==> config.mk <==
export PLATFORM = sky130hd
export DESIGN_NAME = restoring_divider
export DESIGN_NICKNAME = d
export VERILOG_FILES = /design/src/rtl/div_pkg.sv /design/src/rtl/restoring_div_step.sv /design/src/rtl/restoring_divider.sv
export SDC_FILE = /design/constraint.sdc
export NUM_CORES = 1
export LEC_CHECK = 0
export CAP_MARGIN = 20
export CORE_ASPECT_RATIO = 1.25
export CORE_MARGIN = 5
export CORE_UTILIZATION = 50
export CTS_CLUSTER_DIAMETER = 200
export DETAILED_ROUTE_END_ITERATION = 8
export HOLD_SLACK_MARGIN = 0.08
export PLACE_DENSITY = 0.76
export SKIP_LAST_GASP = 1
export SYNTH_ARGS = -nofsm -noshare
export SYNTH_HDL_FRONTEND = slang
export SYNTH_SLANG_ARGS = --single-unit
==> constraint.sdc <==
create_clock -name clk -period 2.1 [get_ports clk]
set_clock_uncertainty 0.05 [all_clocks]
set_input_delay 0.21 -clock clk [delete_from_list [all_inputs] [get_ports clk]]
set_output_delay 0.21 -clock clk [all_outputs]
set_load 0.01 [all_outputs]
==> src/rtl/div_pkg.sv <==
// div_pkg: shared FSM state type and constants for the restoring divider.
package div_pkg;
  localparam int DEF_WIDTH = 8;
  localparam logic [63:0] DZ_QUOT = '1;
  typedef enum logic [1:0] {IDLE, CALC, FINISH} state_t;
endpackage

==> src/rtl/restoring_div_step.sv <==
// restoring_div_step: one shift / trial-subtract / restore step on a WIDTH+1-bit partial remainder.
module restoring_div_step #(
  parameter int WIDTH = 8
) (
  input  logic [WIDTH:0]   rem_i,
  input  logic             bit_i,
  input  logic [WIDTH-1:0] divisor_i,
  output logic [WIDTH:0]   rem_o,
  output logic             q_o
);
  logic [WIDTH:0] shifted;
  logic [WIDTH:0] diff;
  always_comb begin
    shifted = {rem_i[WIDTH-1:0], bit_i};
    diff = shifted - {1'b0, divisor_i};
    q_o = ~diff[WIDTH];
    rem_o = q_o ? diff : shifted;
  end
endmodule

==> src/rtl/restoring_divider.sv <==
// restoring_divider: multi-cycle unsigned restoring divider, one quotient bit per CALC cycle.
module restoring_divider
  import div_pkg::*;
#(
  parameter int WIDTH = DEF_WIDTH
) (
  input  logic             clk,
  input  logic             rst,
  input  logic             start,
  input  logic [WIDTH-1:0] dividend,
  input  logic [WIDTH-1:0] divisor,
  output logic [WIDTH-1:0] quotient,
  output logic [WIDTH-1:0] remainder,
  output logic             busy,
  output logic             done,
  output logic             div_by_zero
);
  localparam int CW = $clog2(WIDTH) + 1;
  localparam logic [CW-1:0] LAST = CW'(WIDTH - 1);
  state_t state_q, state_d;
  logic [CW-1:0] cnt_q, cnt_d;
  logic [WIDTH:0] rem_q, rem_d, step_rem;
  logic [WIDTH-1:0] dvd_q, dvd_d, dvs_q, dvs_d, qacc_q, qacc_d, step_quo;
  logic [WIDTH-1:0] quo_q, quo_d, rmd_q, rmd_d;
  logic dbz_q, dbz_d, step_q;

  restoring_div_step #(.WIDTH(WIDTH)) u_step (
    .rem_i     (rem_q),
    .bit_i     (dvd_q[WIDTH-1]),
    .divisor_i (dvs_q),
    .rem_o     (step_rem),
    .q_o       (step_q)
  );

  assign step_quo = (qacc_q << 1) | WIDTH'(step_q);

  always_comb begin
    state_d = state_q;
    cnt_d = cnt_q;
    rem_d = rem_q;
    dvd_d = dvd_q;
    dvs_d = dvs_q;
    qacc_d = qacc_q;
    quo_d = quo_q;
    rmd_d = rmd_q;
    dbz_d = dbz_q;
    case (state_q)
      IDLE: if (start) begin
        state_d = divisor == '0 ? FINISH : CALC;
        cnt_d = '0;
        rem_d = '0;
        dvd_d = dividend;
        dvs_d = divisor;
        qacc_d = '0;
        if (divisor == '0) begin
          quo_d = DZ_QUOT[WIDTH-1:0];
          rmd_d = dividend;
          dbz_d = 1'b1;
        end
      end
      CALC: begin
        cnt_d = cnt_q + CW'(1);
        rem_d = step_rem;
        dvd_d = dvd_q << 1;
        qacc_d = step_quo;
        // the last step's result goes straight to the outputs as FINISH is entered
        if (cnt_q == LAST) begin
          state_d = FINISH;
          quo_d = step_quo;
          rmd_d = step_rem[WIDTH-1:0];
          dbz_d = 1'b0;
        end
      end
      default: state_d = IDLE;
    endcase
  end

  always_ff @(posedge clk or posedge rst) begin
    if (rst) begin
      state_q <= IDLE;
      cnt_q <= '0;
      rem_q <= '0;
      dvd_q <= '0;
      dvs_q <= '0;
      qacc_q <= '0;
      quo_q <= '0;
      rmd_q <= '0;
      dbz_q <= 1'b0;
    end else begin
      state_q <= state_d;
      cnt_q <= cnt_d;
      rem_q <= rem_d;
      dvd_q <= dvd_d;
      dvs_q <= dvs_d;
      qacc_q <= qacc_d;
      quo_q <= quo_d;
      rmd_q <= rmd_d;
      dbz_q <= dbz_d;
    end
  end

  assign busy = state_q == CALC;
  assign done = state_q == FINISH;
  assign quotient = quo_q;
  assign remainder = rmd_q;
  assign div_by_zero = dbz_q;
endmodule

* Yosys cells after proc, flatten, opt, wreduce, memory -nomap -nowiden
Index checks and enable logic that the tools add are counted.
Cells by class: eq/ne operators 6, mux-type cells 25, bitwise operators 2, add/sub/neg operators 2, reductions and logical operators 7
Operators by type and width (number):
- 8-bit two-way mux | 9
- 8-bit one-hot mux with 2 select lines | 4
- 7-bit one-hot mux with 2 select lines | 1
- 9-bit by 8-bit subtractor with 9-bit output | 1
- 8-bit logical NOT | 1
- 8-bit by 1-bit OR with 8-bit output | 1
- 4-bit one-hot mux with 2 select lines | 1
- 7-bit two-way mux | 1
- 2-bit two-way mux | 3
- 2-bit AND reduction | 3
- 4-bit by 1-bit adder with 4-bit output (second input constant) | 1
- 4-bit by 3-bit == test with 1-bit output (second input constant) | 1
- 4-bit two-way mux | 1
- 2-bit != test (second input constant) | 2
- 2-bit one-hot mux with 2 select lines | 1
- 4-bit AND reduction | 1
- 1-bit two-way mux | 3
- 2-bit by 1-bit == test with 1-bit output (second input constant) | 1
- 2-bit == test (second input constant) | 1
- 2-bit logical NOT | 1
- 2-bit by 1-bit != test with 1-bit output (second input constant) | 1
- 1-bit one-hot mux with 2 select lines | 1
- 2-bit nonzero test | 1
- 1-bit NOT | 1
Storage, ports and cells: input bits 19, logic and storage cells 51, register bits after elaboration 54, output and inout bits 19

* Longest topological paths before layout
depth in word-level cells 5, mapped depth 9

* Hierarchy
A second synthesis with hierarchy kept.
Second synthesis, totals: cells, all modules 294, area total of the unflattened synthesis 2810.2 um^2
Modules (own cells, without submodules):
- restoring_divider | times used 1, seq. area each 1376.3 um^2, area an instance 2302.2 um^2, cells each 223
- restoring_div_step | times used 1, seq. area each 0.0 um^2, area an instance 508.0 um^2, cells each 71

* Least setup slack after synthesis
OpenSTA, ideal clock, no wires.
path type reg2reg, from register dvd_q[7], to register rem_q[0], library setup time 0.070 ns, setup slack -0.201 ns, buffers on the path 0, data arrival time 2.181 ns, cell stages (with the launch flop) 10, cells stage by stage dfrtp_1 -> inv_1 -> ha_1 -> inv_1 -> fa_1 -> a211oi_2 -> or3_1 -> a31oi_1 -> or4_1 -> nand3_1
Between the ends: word-level cells in the longest chain between the ends 3
RTL lines:
- start: declaration | line restoring_divider.sv:23 | logic [WIDTH-1:0] dvd_q, dvd_d, dvs_q, dvs_d, qacc_q, qacc_d, step_quo;
- start signal: assignment | line restoring_divider.sv:93 | dvd_q <= dvd_d;
- 9-bit by 8-bit subtractor with 9-bit output | line restoring_div_step.sv:15 | diff = shifted - {1'b0, divisor_i};
- 8-bit two-way mux (*) | line restoring_div_step.sv:17 | rem_o = q_o ? diff : shifted;
- 8-bit one-hot mux with 2 select lines (*) | line restoring_divider.sv:47 | case (state_q)
- end signal: assignment | line restoring_divider.sv:92 | rem_q <= rem_d;
- end: declaration | line restoring_divider.sv:22 | logic [WIDTH:0] rem_q, rem_d, step_rem;
Mark *: on every way between the ends. The rest lies on a longest branch, timed or not. A chain may end at the register's enable or synchronous reset.

* Worst setup path after layout
Same ends and word-level chain as after synthesis.

==> qor.yml <==
power_and_ir_drop:
  internal_power_mw: 4.24
  seq_power_share_pct: 24.2
  power_switching_mw: 3.45
  power_density_nw_per_um2: 1920
  max-vdd-ir-drop_mv: 0.965
  share_comb_of_total_power_pct: 66.6
  total_power_mw: 7.69
  clockPowerShare_pct: 9.2
  power.leakage_nw: 1.75
  power_switching_share_pct: 44.9
die:
  io_pins: 38
  num_rows: 31
  die-area_sq_um: 7550
  die_width_um: 78.8
  initial_core_util_pct: 51.1
  core_area_sq_um: 5780
  die-height_um: 95.9
synth:
  count_of_state_elements_after_synthesis: 54
  synth.net_count: 358
  number_of_warning_messages_in_the_yosys_log: 0
  synth_most_common_cell: "sky130_fd_sc_hd__dfrtp_1"
  synth_area_leaders: "sky130_fd_sc_hd__dfrtp_1 (46%), sky130_fd_sc_hd__nand2_1 (6.6%), sky130_fd_sc_hd__nor2_1 (4.8%)"
  seq_area_frac_synth_pct: 45.7
  syn-instance-count: 329
  synthDistinctLibCells: 57
  postSynthAreaPerCell_sq_um: 8.98
  ys.flop_type: "sky130_fd_sc_hd__dfrtp_1"
  synth.cell_area_sq_um: 2950
  netlist_top_cells_count: "sky130_fd_sc_hd__dfrtp_1 (54), sky130_fd_sc_hd__nand2_1 (52), sky130_fd_sc_hd__nor2_1 (38)"
  synth-edff-count: 0
  cell_accounting_for_the_most_synthesized_area: "sky130_fd_sc_hd__dfrtp_1"
  synthDominantCellAreaShare_pct: 45.7
  async_reset_ff_share_pct: 100
grt:
  antenna_violations_before_repair: 0
  grt_util_all_layers_pct: 21.8
  grt_remaining_overflow: 0
  grt_max_degree: 37
  grt_pass1_vias: 2683
  grt_pass1_wl_um: 12900
timing:
  hold_viol_final: 0
  fin_crit_ps: 2350
  slew_viol_final: 0
  grt_setup_unrepaired: "true"
  post-route-worst-setup-slack_ps: -248
  timing_worst_slew_pin_value_ps: 424
  finalCritPeriodShare_pct: 112
  relSlewSlack_pct: 71.7
  achievable-frequency_mhz: 426
  report.final.setup_viol: 18
place:
  numPortBuffers: 37
  globalplace.congestion: 0.852
  pre_cts_setup_slack_ps: -225
  place.detailed.hpwl_um: 5800
drt:
  detailedRoute.firstPassIterationCount: 6
  wire_per_inst_um: 17.7
  drtAntennaViolNets: 0
  drcViolationCount: 0
  dr.first_iter.drc_count: 204
  vias_cell: 5.90
  vias: 2795
  post_route_wl_um: 8370
outcome:
  violations_in_the_final_reports: "negative setup slack"
  status: "finished with violations"
worst_setup_path:
  timing.critical_path.required_ps: 2300
  timing.setup.critical_path_class: "register to register"
  critPathMostFrequentCell: "sky130_fd_sc_hd__inv_2"
  critical_path.cell_chain: "inv_2 > ha_4 > inv_2 > fa_2 > a211oi_4 > or3_4 > a31oi_2 > or4_1 > nand3_1"
  cp-start-kind: "register"
  crit_fanout: 4
  worst_path_largest_cell_delay_ps: 490
  end_kind: "register"
  critical-path-slowest-cell: "sky130_fd_sc_hd__or4_1"
  critPathArrivalTime_ps: 2550
clocking:
  cts_max_path_buffers: 2
  clock_tree.htree_level_count: 2
  worst_skew_pair.late_latency_ps: 310
  holdBufCountCts: 0
  tritoncts.num_buffers: 5
  clock-sinks: 54
  cts_tree: "built"
  worst_setup_hold_path_clk_slew_ps: 110
  clk_root_buffer_cell: "sky130_fd_sc_hd__clkbuf_8"
finish:
  finish.net_count: 436
  diodes: 0
  filler_cell_count: 428
  post_route_cells_drive_above_1_share_pct: 22.5
  syn_to_final_growth_pct: 35.5
worst_hold_path:
  min_path_type: "input pin to async pin"
job:
  max-cap-violations: 0
critical path: cells and delay by family (launching register included):
family / cells / cell delay, ps
buffers and inverters: 2 / 110
adders and majority gates: 2 / 510
AOI/OAI and AO/OA: 2 / 440
DFF: 1 / 400
and+or+nand+nor: 3 / 770
layer usage:
layer	part of all wire, %	global-route usage [%]	up-vias
met4	4.2	10.5	0
met5	0	0	-
met1	39	25.7	1303
li1	-	-	1331
met2	51	38.4	130
met3	5.5	3.75	31
worst paths after layout:
check / cells past startpoint / end / from / slack (ps)
setup / recovery: 9 / rem_q[0] / dvd_q[7] / -250
hold / removal: 2 / dvd_q[4] / rst / 150
setup reg to reg: 9 / rem_q[0] / dvd_q[7] / -250
hold reg to reg: 2 / dvd_q[2] / dvd_q[2] / 440
max in group asynchronous: 3 / remainder[6] / rst / 1320
min in group clk: 3 / dvs_q[3] / divisor[3] / 430
cell usage in the layout, fill, tap and decap left out, drive strengths merged, types with 10 or more instances in the layout:
cell type and n:
dfrtp 54, nand4 14, o21ai 24, a21oi 16
buf 49, nand2 52, nor2 39, clkdlybuf4s50 37
nand3 10, inv 15
flip-flops by register name (all words and copies together), names as in the netlist:
| name | count |
|---|---|
| cnt_q | 4 |
| div_by_zero | 1 |
| dvd_q | 8 |
| dvs_q | 8 |
| qacc_q | 7 |
| quotient | 8 |
| rem_q | 8 |
| remainder | 8 |
| state_q | 2 |
repair_timing:
action                     CTS  global route
cloned                       0             1
buffers inserted             5             4
setup endpoints to repair   18            19
pin swaps                   14            11
gates resized for setup      9            20
stage by stage:
stage / util, % / instances / setup TNS (ps) / hold slack (ps) / area [sq um]
after floorplan: - / 329 / -441 / 277 / 2960
after global placement: 63.6 / 457 / -2150 / 414 / 3680
after detailed placement: 63.6 / 457 / -3180 / 419 / 3680
after CTS: 66.5 / 469 / -2180 / 168 / 3840
after global routing: 69.3 / 474 / -4170 / 191 / 4000
final: 69.3 / 474 / -2940 / 153 / 4000
cells by family (layout without fill, tap and decap cells):
group | after synthesis | in the layout | synth area share (%)
and+or+nand+nor | 146 | 146 | 24.0
AOI/OAI and AO/OA | 83 | 83 | 19.7
DFF | 54 | 54 | 45.7
buffers and inverters | 31 | 109 | 4.45
adders and majority gates | 10 | 10 | 4.49
xor gates and xnor gates | 3 | 3 | 0.890
muxes | 2 | 3 | 0.762
power by group through the flow:
stage               registers [mW]  clock network, mW  logic [mW]
global route                  1.92              0.749        5.55
finish                        1.86              0.706        5.12
detailed placement            1.86                  0        4.25
floorplan                     1.83                  0        2.71
CTS                           1.84              0.706        4.43
global placement              1.85                  0        4.15
layout make-up:
type,instances,area [sq um],area share (%)
Timing Repair Buffer,86,778,19.4
Inverter,15,56.3,1.41
Multi-Input combinational cell,245,1630,40.6
Clock inverter,2,37.5,0.938
Clock buffer,6,72.6,1.81
Sequential cell,54,1350,33.8
Tap cell,66,82.6,2.06
No activity file was read; power rests on OpenSTA's default activity.
